File: src/rtl/stats_pkg.sv
// Shared types and constants for the run-statistics sequencer.
package stats_pkg;

  typedef enum logic [2:0] {
    ST_IDLE,
    ST_COUNT,
    ST_SNAP,
    ST_DUMP,
    ST_DONE
  } state_t;

  localparam int NUM_FIELDS = 4;

  typedef logic [1:0] fld_t;

  localparam fld_t FLD_CYC = 2'd0;
  localparam fld_t FLD_INS = 2'd1;
  localparam fld_t FLD_STL = 2'd2;
  localparam fld_t FLD_FLG = 2'd3;

  localparam fld_t FLD_LAST = fld_t'(NUM_FIELDS - 1);

endpackage

File: src/rtl/stats_controller_stat_counter.sv
// Saturating event counter with a sticky overflow flag.
// The flag sets on any increment attempted while the counter is already at max.
module stat_counter #(
  parameter int CNT_W = 32
) (
  input  logic             clk,
  input  logic             rst_n,
  input  logic             clr,
  input  logic             inc,
  output logic [CNT_W-1:0] count,
  output logic             ovf
);

  localparam logic [CNT_W-1:0] CNT_MAX = '1;

  always_ff @(posedge clk or negedge rst_n) begin
    if (!rst_n) begin
      count <= '0;
      ovf   <= 1'b0;
    end else if (clr) begin
      count <= '0;
      ovf   <= 1'b0;
    end else if (inc) begin
      if (count == CNT_MAX) begin
        ovf <= 1'b1;
      end else begin
        count <= count + 1'b1;
      end
    end
  end

endmodule

File: src/rtl/stats_controller.sv
// Run-statistics sequencer: counts cycles, retires and stalls during a run,
// then streams a frozen snapshot of four report fields over valid/ready.
//
// state | meaning
// IDLE  | waiting for run_start; last snapshot still readable
// COUNT | run active, counters advancing every cycle
// SNAP  | one cycle: copy counters into snapshot registers
// DUMP  | stream fields 0..3 to the reporting unit
// DONE  | one-cycle done pulse, then back to IDLE
module stats_controller
  import stats_pkg::*;
#(
  parameter int CNT_W = 32
) (
  input  logic             clk,
  input  logic             rst_n,
  input  logic             run_start,
  input  logic             run_end,
  input  logic             instr_retire,
  input  logic             stall,
  output logic             rd_valid,
  input  logic             rd_ready,
  output logic [1:0]       rd_id,
  output logic [CNT_W-1:0] rd_data,
  output logic             busy,
  output logic             done
);

  state_t           r_state;
  state_t           w_state_nxt;
  logic             w_clr;
  logic             w_cnt_en;
  logic             w_accept;

  logic [CNT_W-1:0] w_cyc_cnt;
  logic [CNT_W-1:0] w_ins_cnt;
  logic [CNT_W-1:0] w_stl_cnt;
  logic             w_cyc_ovf;
  logic             w_ins_ovf;
  logic             w_stl_ovf;

  logic [CNT_W-1:0] r_snap_cyc;
  logic [CNT_W-1:0] r_snap_ins;
  logic [CNT_W-1:0] r_snap_stl;
  logic [2:0]       r_snap_flg;
  fld_t             r_idx;
  logic             r_busy;
  logic             r_done;

  stat_counter #(.CNT_W(CNT_W)) u_cyc_cnt (
    .clk   (clk),
    .rst_n (rst_n),
    .clr   (w_clr),
    .inc   (w_cnt_en),
    .count (w_cyc_cnt),
    .ovf   (w_cyc_ovf)
  );

  stat_counter #(.CNT_W(CNT_W)) u_ins_cnt (
    .clk   (clk),
    .rst_n (rst_n),
    .clr   (w_clr),
    .inc   (w_cnt_en & instr_retire),
    .count (w_ins_cnt),
    .ovf   (w_ins_ovf)
  );

  stat_counter #(.CNT_W(CNT_W)) u_stl_cnt (
    .clk   (clk),
    .rst_n (rst_n),
    .clr   (w_clr),
    .inc   (w_cnt_en & stall),
    .count (w_stl_cnt),
    .ovf   (w_stl_ovf)
  );

  assign w_accept = (r_state == ST_DUMP) && rd_ready;

  always_ff @(posedge clk or negedge rst_n) begin
    if (!rst_n) begin
      r_state <= ST_IDLE;
    end else begin
      r_state <= w_state_nxt;
    end
  end

  always_comb begin
    w_state_nxt = r_state;
    w_clr       = 1'b0;
    w_cnt_en    = 1'b0;
    case (r_state)
      ST_IDLE: begin
        if (run_start) begin
          w_state_nxt = ST_COUNT;
          w_clr       = 1'b1;
        end
      end
      ST_COUNT: begin
        // The edge that samples run_end still counts, so N edges give cycles=N.
        w_cnt_en = 1'b1;
        if (run_end) begin
          w_state_nxt = ST_SNAP;
        end
      end
      ST_SNAP: begin
        w_state_nxt = ST_DUMP;
      end
      ST_DUMP: begin
        if (w_accept && (r_idx == FLD_LAST)) begin
          w_state_nxt = ST_DONE;
        end
      end
      ST_DONE: begin
        w_state_nxt = ST_IDLE;
      end
      default: begin
        w_state_nxt = ST_IDLE;
      end
    endcase
  end

  always_ff @(posedge clk or negedge rst_n) begin
    if (!rst_n) begin
      r_snap_cyc <= '0;
      r_snap_ins <= '0;
      r_snap_stl <= '0;
      r_snap_flg <= '0;
    end else if (r_state == ST_SNAP) begin
      r_snap_cyc <= w_cyc_cnt;
      r_snap_ins <= w_ins_cnt;
      r_snap_stl <= w_stl_cnt;
      r_snap_flg <= {w_stl_ovf, w_ins_ovf, w_cyc_ovf};
    end
  end

  // Index parks on the last field after the dump so rd_id keeps its final value.
  always_ff @(posedge clk or negedge rst_n) begin
    if (!rst_n) begin
      r_idx <= FLD_CYC;
    end else if (r_state == ST_SNAP) begin
      r_idx <= FLD_CYC;
    end else if (w_accept && (r_idx != FLD_LAST)) begin
      r_idx <= r_idx + 1'b1;
    end
  end

  always_ff @(posedge clk or negedge rst_n) begin
    if (!rst_n) begin
      r_busy <= 1'b0;
      r_done <= 1'b0;
    end else begin
      r_busy <= (w_state_nxt == ST_COUNT) || (w_state_nxt == ST_SNAP) ||
                (w_state_nxt == ST_DUMP);
      r_done <= (w_state_nxt == ST_DONE);
    end
  end

  always_comb begin
    rd_data = '0;
    case (r_idx)
      FLD_CYC: rd_data = r_snap_cyc;
      FLD_INS: rd_data = r_snap_ins;
      FLD_STL: rd_data = r_snap_stl;
      FLD_FLG: rd_data = {{(CNT_W-3){1'b0}}, r_snap_flg};
      default: rd_data = '0;
    endcase
  end

  assign rd_valid = (r_state == ST_DUMP);
  assign rd_id    = r_idx;
  assign busy     = r_busy;
  assign done     = r_done;

endmodule
File: config.mk
export PLATFORM = sky130hd
export DESIGN_NAME = stats_controller
export DESIGN_NICKNAME = d
export VERILOG_FILES = /design/src/rtl/stats_pkg.sv /design/src/rtl/stats_controller_stat_counter.sv /design/src/rtl/stats_controller.sv
export SDC_FILE = /design/constraint.sdc
export NUM_CORES = 1
export LEC_CHECK = 0
export CORE_MARGIN = 2
export CORE_UTILIZATION = 61
export DETAILED_ROUTE_END_ITERATION = 10
export PLACE_DENSITY = 0.8
export SYNTH_ARGS = -nofsm -noshare
export SYNTH_HDL_FRONTEND = slang
export SYNTH_SLANG_ARGS = --single-unit
File: constraint.sdc
create_clock -name clk -period 3.1 [get_ports clk]
set_input_delay 0.31 -clock clk [delete_from_list [all_inputs] [get_ports clk]]
set_output_delay 0.31 -clock clk [all_outputs]
set_load 0.02 [all_outputs]
==> flow_metrics.tcl <==
set metrics [dict create \
    layout-drive-gt1-share 0.175 \
    grt_setup_unrepaired "false" \
    fin_area_sq_mm 0.0115 \
    setup_viol 0 \
    gr-usage-all-layers 0.295 \
    multiInputGateArea_sq_mm 0.00471 \
    vias 8098 \
    via_per_inst 6.57 \
    tightest_slew_ps 962 \
    cts_inserted_buffers 21 \
    postRouteAntennaNets 0 \
    num-fill-cells 1196 \
    maxSlewViolCount 0 \
    fp.dieH_microns 133 \
    ys_async_sr_fraction 1.00 \
    cts_tree "yes" \
    grt_pass1_vias 7507 \
    synth_edf_count 0 \
    firstDrtPassIters 5 \
    dpl_cell_area_sq_mm 0.0108 \
    timing.fmax_ghz 0.340 \
    synth_area_leaders "dfrtp_1, mux2_2, o21ai_0" \
    cts_buffer_depth 3 \
    skew_ps 7.48 \
    clkLatencyLatePin_ps 500 \
    synth_warnings 0 \
    hold_ws_ps 376 \
    placedCellCount 1197 \
    floorplan.initialDensity 0.618 \
    nets 1015 \
    postCtsSetupRepairBufs 0 \
    post-synth-top-area-cell "dfrtp_1" \
    finalHoldViolations 0 \
    end_kind "output pin" \
    area_growth_pct 13.2 \
    n_antenna_cell 0 \
    regArea_sq_mm 0.00513 \
    critical-path-max-stage-delay_ps 670 \
    ys_ff_latch 205 \
    boundaryPins 44 \
    vdd_drop_max_uv 512 \
    drc_errors 0 \
    core.rowCount 47 \
    h-tree-depth 1 \
    antenna_found_initial 0 \
    instances_no_fill 1232 \
    grt_max_degree 89 \
    gp_congestion 0.869 \
    fin_tns_setup_ps 0 \
    cts_root_buf "clkbuf_16" \
    post-dp-hpwl_microns 17400 \
    worstPathCellList "inv_1 > ha_2 > nand2_1 > o21ai_0 > clkdlybuf4s50_1" \
    cts_sinks 205 \
    yosysUniqueCellTypes 66 \
    period_needed_ps 2940 \
    total_power_w 0.00918 \
    slew_headroom 0.359 \
    path_class "reg2out" \
    fin_crit_sh 0.948 \
    yosysSeqAreaShare 0.506 \
    core_sq_mm 0.0164 \
    worstPathRequired_ps 2790 \
    die_area_sq_mm 0.0177 \
    grt_first_pass_wirelength_microns 41400 \
    max-cap-violations 0 \
    io_buffers 43 \
    clk_pin_slew_ps 60 \
    syn-num-nets 984 \
    netlist_area_sq_mm 0.0101 \
    grt-ovfl-total 0 \
    synthFlopType "dfrtp_1" \
    p_per_area_mw_per_mm2 799 \
    syn_inst 970 \
    drt_iter0_markers 892 \
    dieWidth_microns 133 \
    start_kind "flip-flop" \
    synth.avg_cell_area_sq_um 10.5 \
    critPathSlowestCell "clkdlybuf4s50_1" \
    synth_top_area_frac 0.506 \
    cp.arrival_ps 2630 \
    hold_class "in2async" \
    critPathMaxFanout 21 \
    leakagePower_nw 4.86 \
    wirelength_microns 25600 \
    wl_per_cell_microns 20.8 \
    outcome "finished clean" \
]
-- where the power goes --
| group | internal (W) | total (W) | switching [W] |
|---|---|---|---|
| clock network | 0.00144 | 0.00244 | 0.00101 |
| logic | 0.00121 | 0.00269 | 0.00148 |
| registers | 0.00332 | 0.00404 | 0.000720 |
-- repair_timing --
action,4_1_cts,5_1_grt
hold buffers,1,0
gates resized for setup,0,1
endpoints found under the setup margin,0,1
hold endpoints to repair,65,0
-- stage by stage --
stage                     worst slack, ps   util
after global routing                 65.9  0.700
after global placement                629  0.659
after detailed placement              614  0.659
after CTS                            58.1  0.700
after floorplan                       856      -
final                                 161  0.700
-- cell usage after synthesis, types with 2 or more instances --
master,instances
dfrtp_1,205
mux2_2,96
nand2_1,90
o21ai_0,75
a21oi_1,62
nand3_1,42
nor2_1,39
or3_1,37
clkbuf_1,35
or4_1,35
a22oi_1,30
nand4_1,28
o31ai_1,26
and3_1,16
buf_2,13
inv_1,12
and4_1,10
mux2i_1,10
o211ai_1,8
ha_1,7
nor3_1,7
xnor2_1,6
nor4_1,5
or2_2,5
and2_1,4
buf_1,4
nand2b_1,4
a222oi_1,3
a31o_2,3
a31oi_1,3
buf_4,3
buf_6,3
o21a_1,3
xor2_1,3
a41o_1,2
and4_4,2
nand3b_1,2
nand4b_1,2
o22ai_1,2
o311ai_0,2
-- routing by layer --
layer	share of wire	global-route usage
met1	0.43	0.425
met3	0.060	0.0406
met4	0.035	0.0986
met2	0.48	0.467
met5	0	0
-- sequential cells by signal, indices dropped and copies added (netlist names) --
| register | cells |
|---|---|
| r_snap_cyc | 32 |
| r_snap_ins | 32 |
| u_stl_cnt.ovf | 1 |
| u_cyc_cnt.ovf | 1 |
| r_snap_stl | 32 |
| r_state | 3 |
| rd_id | 2 |
| u_cyc_cnt.count | 32 |
| done | 1 |
| busy | 1 |
| r_snap_flg | 3 |
| u_ins_cnt.ovf | 1 |
| u_ins_cnt.count | 32 |
| u_stl_cnt.count | 32 |
-- kinds of logic (layout without fill, tap and decap cells) --
family / count (synthesis) / after routing / synth area share
adders and majority gates: 7 / 7 / 0.00863
AOI/OAI and AO/OA: 230 / 230 / 0.141
buffers and inverters: 71 / 113 / 0.0313
and+or+nand+nor: 342 / 342 / 0.189
xor gates and xnor gates: 9 / 9 / 0.00777
DFF: 205 / 205 / 0.506
muxes: 106 / 106 / 0.116
-- critical path, delay by kind of cell, from the launching register on --
family	cells	cell delay, ps
buffers and inverters	2	800
and+or+nand+nor	1	230
AOI/OAI and AO/OA	1	150
adders and majority gates	1	510
DFF	1	430
-- worst paths after layout --
path	endpoint	slack (ps)	cells after the start	startpoint
worst min register to register	r_snap_cyc[18]	510	1	r_snap_cyc[18]
worst max-delay path	rd_data[30]	160	5	rd_id[1]
worst min-delay path	u_ins_cnt.count[2]	380	2	rst_n
min in group clk	done	460	3	rd_ready
max in group asynchronous	r_snap_stl[19]	1930	3	rst_n
worst max register to register	u_cyc_cnt.count[30]	580	6	r_state[0]
-- cell usage in the layout, fill, tap and decap left out, types with 35 or more instances in the layout --
cell / count
dfrtp_1: 205
mux2_2: 96
nand2_1: 90
o21ai_0: 75
a21oi_1: 62
nand3_1: 42
clkdlybuf4s50_1: 41
nor2_1: 38
or3_1: 37
or4_1: 35
-- cell type report --
type	instances	area share
Clock inverter	5	0.00436
Inverter	12	0.00392
Clock buffer	29	0.0527
Sequential cell	205	0.447
Timing Repair Buffer	67	0.0583
Multi-Input combinational cell	694	0.410
Tap cell	220	0.0240
(Power assumes the default switching activity.)
==> RTL edit: new RTL, same flow settings <==
Re-encode `state_t` (5 states) as one-hot, 5 bits wide.
--- a/src/rtl/stats_pkg.sv
+++ b/src/rtl/stats_pkg.sv
@@ -3,8 +3,8 @@
 
-  typedef enum logic [2:0] {
-    ST_IDLE,
-    ST_COUNT,
-    ST_SNAP,
-    ST_DUMP,
-    ST_DONE
+  typedef enum logic [4:0] {
+    ST_IDLE  = 5'b00001,
+    ST_COUNT = 5'b00010,
+    ST_SNAP  = 5'b00100,
+    ST_DUMP  = 5'b01000,
+    ST_DONE  = 5'b10000
   } state_t;
Function: same outputs for any inputs over 4 cycles, from zero or initial values and one cycle with rst_n low; so few cycles prove little.
==> RTL edit against the unedited design <==
- wire length increased by 11%
- global-route usage increased by 2.6 points
- core utilization increased by 1.6 points
- power decreased by 23%
- cell area increased by 3.8%
- sequential cell count increased by 2
- synthesized area increased by 2.4%
- worst setup slack got worse by 120 ps
- critical path type unchanged
- largest cell class unchanged
==> RTL edit: results (changes against the unedited design) <==
WP data arrival 2750 ps (+120 ps); met2 Use GR 0.500 (+0.0331); leakage power 5.19 nW (+6.8%); Synth Warn # 0 (unchanged); wire length of the first global-routing pass 46300 um (+12%); pin count of the biggest net entering global routing 97 (+9.0%); root buf cell clkbuf_16; register area share after synthesis 0.499 (-0.00712); GR Util All Layers 0.322 (+0.0260); Synth Area per Inst 8.63 um^2 (-17%); Seq pwr share 0.416 (-0.025); Setup Skew 15.8 ps (+8.34 ps); VDD IR max 0.667 mV (+30%); async set-or-reset flop fraction in the synthesized netlist 1.00 (unchanged); vias in the first global route 8779 (+17%); maximum clock path buffer count 3 (unchanged); P_int 4.94 mW (-17%); CTS Buf Count 22 (+4.8%); fill count 1254 (+4.8%); met1 usage 0.465 (+0.0398); CTS H-tree lvls 1 (unchanged); Ant. Diodes 0 (unchanged); Clk Latency, worst-skew pair about 500 ps; Synth cell types 59 (-11%); Port Buffers 43 (unchanged); HP Class in -> async; WL final 28400 um (+11%); clock-pin slew on the worst setup and hold paths 60 ps (about the same); Slew @ Worst Pin 805 ps (-157 ps); Final #Nets 1242 (+22%); DR vias 9394 (+16%); initial DRC count 1020 (+14%); # DRC 0 (unchanged); Global Route met3 Usage 0.0469 (+0.00631); TritonRoute pass-1 iters 8 (+3); placer congestion estimate 0.924 (+6.3%); Placed Instance Area 11100 um^2 (+2.9%); largest cells by area after synthesis dfrtp_1, nand2_1, o21ai_0; layout cell share with drive strength beyond 1 0.0699 (-0.105); worst-path maximum fanout 32 (+52%); DPL Wire Length 18900 um (+9.0%); post-CTS setup buffers 0 (unchanged); post-placement cell count 1423 (+19%); Area Overhead vs Synth 14.7%; initial antenna violation count 0 (unchanged); Non-Filler Instances 1464 (+19%); commonest cells in the netlist nand2_1, dfrtp_1, o21ai_0, a21oi_1, clkbuf_1; Main synth FF type dfrtp_1; outcome finished, final reports clean
==> RTL edit: changes by cell type after synthesis, sizes merged, moves of 8 or more <==
cell,change
nand2,+286
o31ai,+8
buf,-9
mux2,-96
nor3,+10
clkbuf,+20
==> RTL edit: routing by layer <==
metal  wire length, um  vias to the layer above
met5                 0                        -
met4              1110                        0
met3              2110                       84
met2             13200                      407
met1             11900                     4577
li1                  -                     4326
==> RTL edit: cell type report <==
| type | instances | area share |
|---|---|---|
| clock buffer | 33 | 0.0573 |
| clock inverter | 7 | 0.00714 |
| tap | 220 | 0.0231 |
| sequential | 207 | 0.435 |
| timing repair buffer | 70 | 0.0620 |
| multi-input combinational | 911 | 0.411 |
| inverter | 16 | 0.00504 |
==> RTL edit: what timing repair did <==
action                     CTS  global route
setup endpoints to repair    2             0
hold endpoints to repair    93             0
resized for setup            1             0
hold buffers                 1             0
==> RTL edit: worst paths after layout <==
check | start | endpoint | depth (start not counted) | slack, ps
max | rd_id[0] | rd_data[12] | 6 | 40
min | rst_n | r_snap_ins[29] | 2 | 460
max reg2reg | r_state[3] | u_stl_cnt.count[20] | 5 | 430
min reg2reg | r_snap_cyc[3] | r_snap_cyc[3] | 2 | 480
max in group asynchronous | rst_n | u_cyc_cnt.count[2] | 3 | 1840
min in group clk | rd_ready | r_state[4] | 2 | 460
==> RTL edit: per-stage QoR <==
step	power, mW	worst slack, ps
2_1_floorplan	3.77	1050
3_3_place_gp	4.32	593
3_5_place_dp	4.35	486
4_1_cts	7.11	58.5
5_1_grt	7.37	9.19
6_report	7.11	38.2
==> RTL edit: critical path, stage by stage, from the launching register on <==
cell             delay [ps]
dfrtp_1                 410
inv_1                   170
ha_1                    240
buf_12                  220
a22oi_1                 140
o21ai_0                 370
clkdlybuf4s50_1         680
==> RTL edit: power by group through the flow <==
stage | registers (mW) | clock network, mW | logic (mW)
2_1_floorplan | 2.98 | 0 | 0.790
3_3_place_gp | 2.99 | 0 | 1.33
3_5_place_dp | 3.00 | 0 | 1.35
4_1_cts | 2.95 | 2.78 | 1.38
5_1_grt | 2.97 | 2.89 | 1.51
6_report | 2.96 | 2.76 | 1.39
==> RTL edit: logic make-up after synthesis <==
family / Yosys count / synth area share
compound gates: 237 / 0.144
xor+xnor: 6 / 0.00506
fa+ha+maj: 7 / 0.00843
buf+inv: 86 / 0.0331
flops: 207 / 0.499
mux: 15 / 0.0144
simple gates: 646 / 0.297
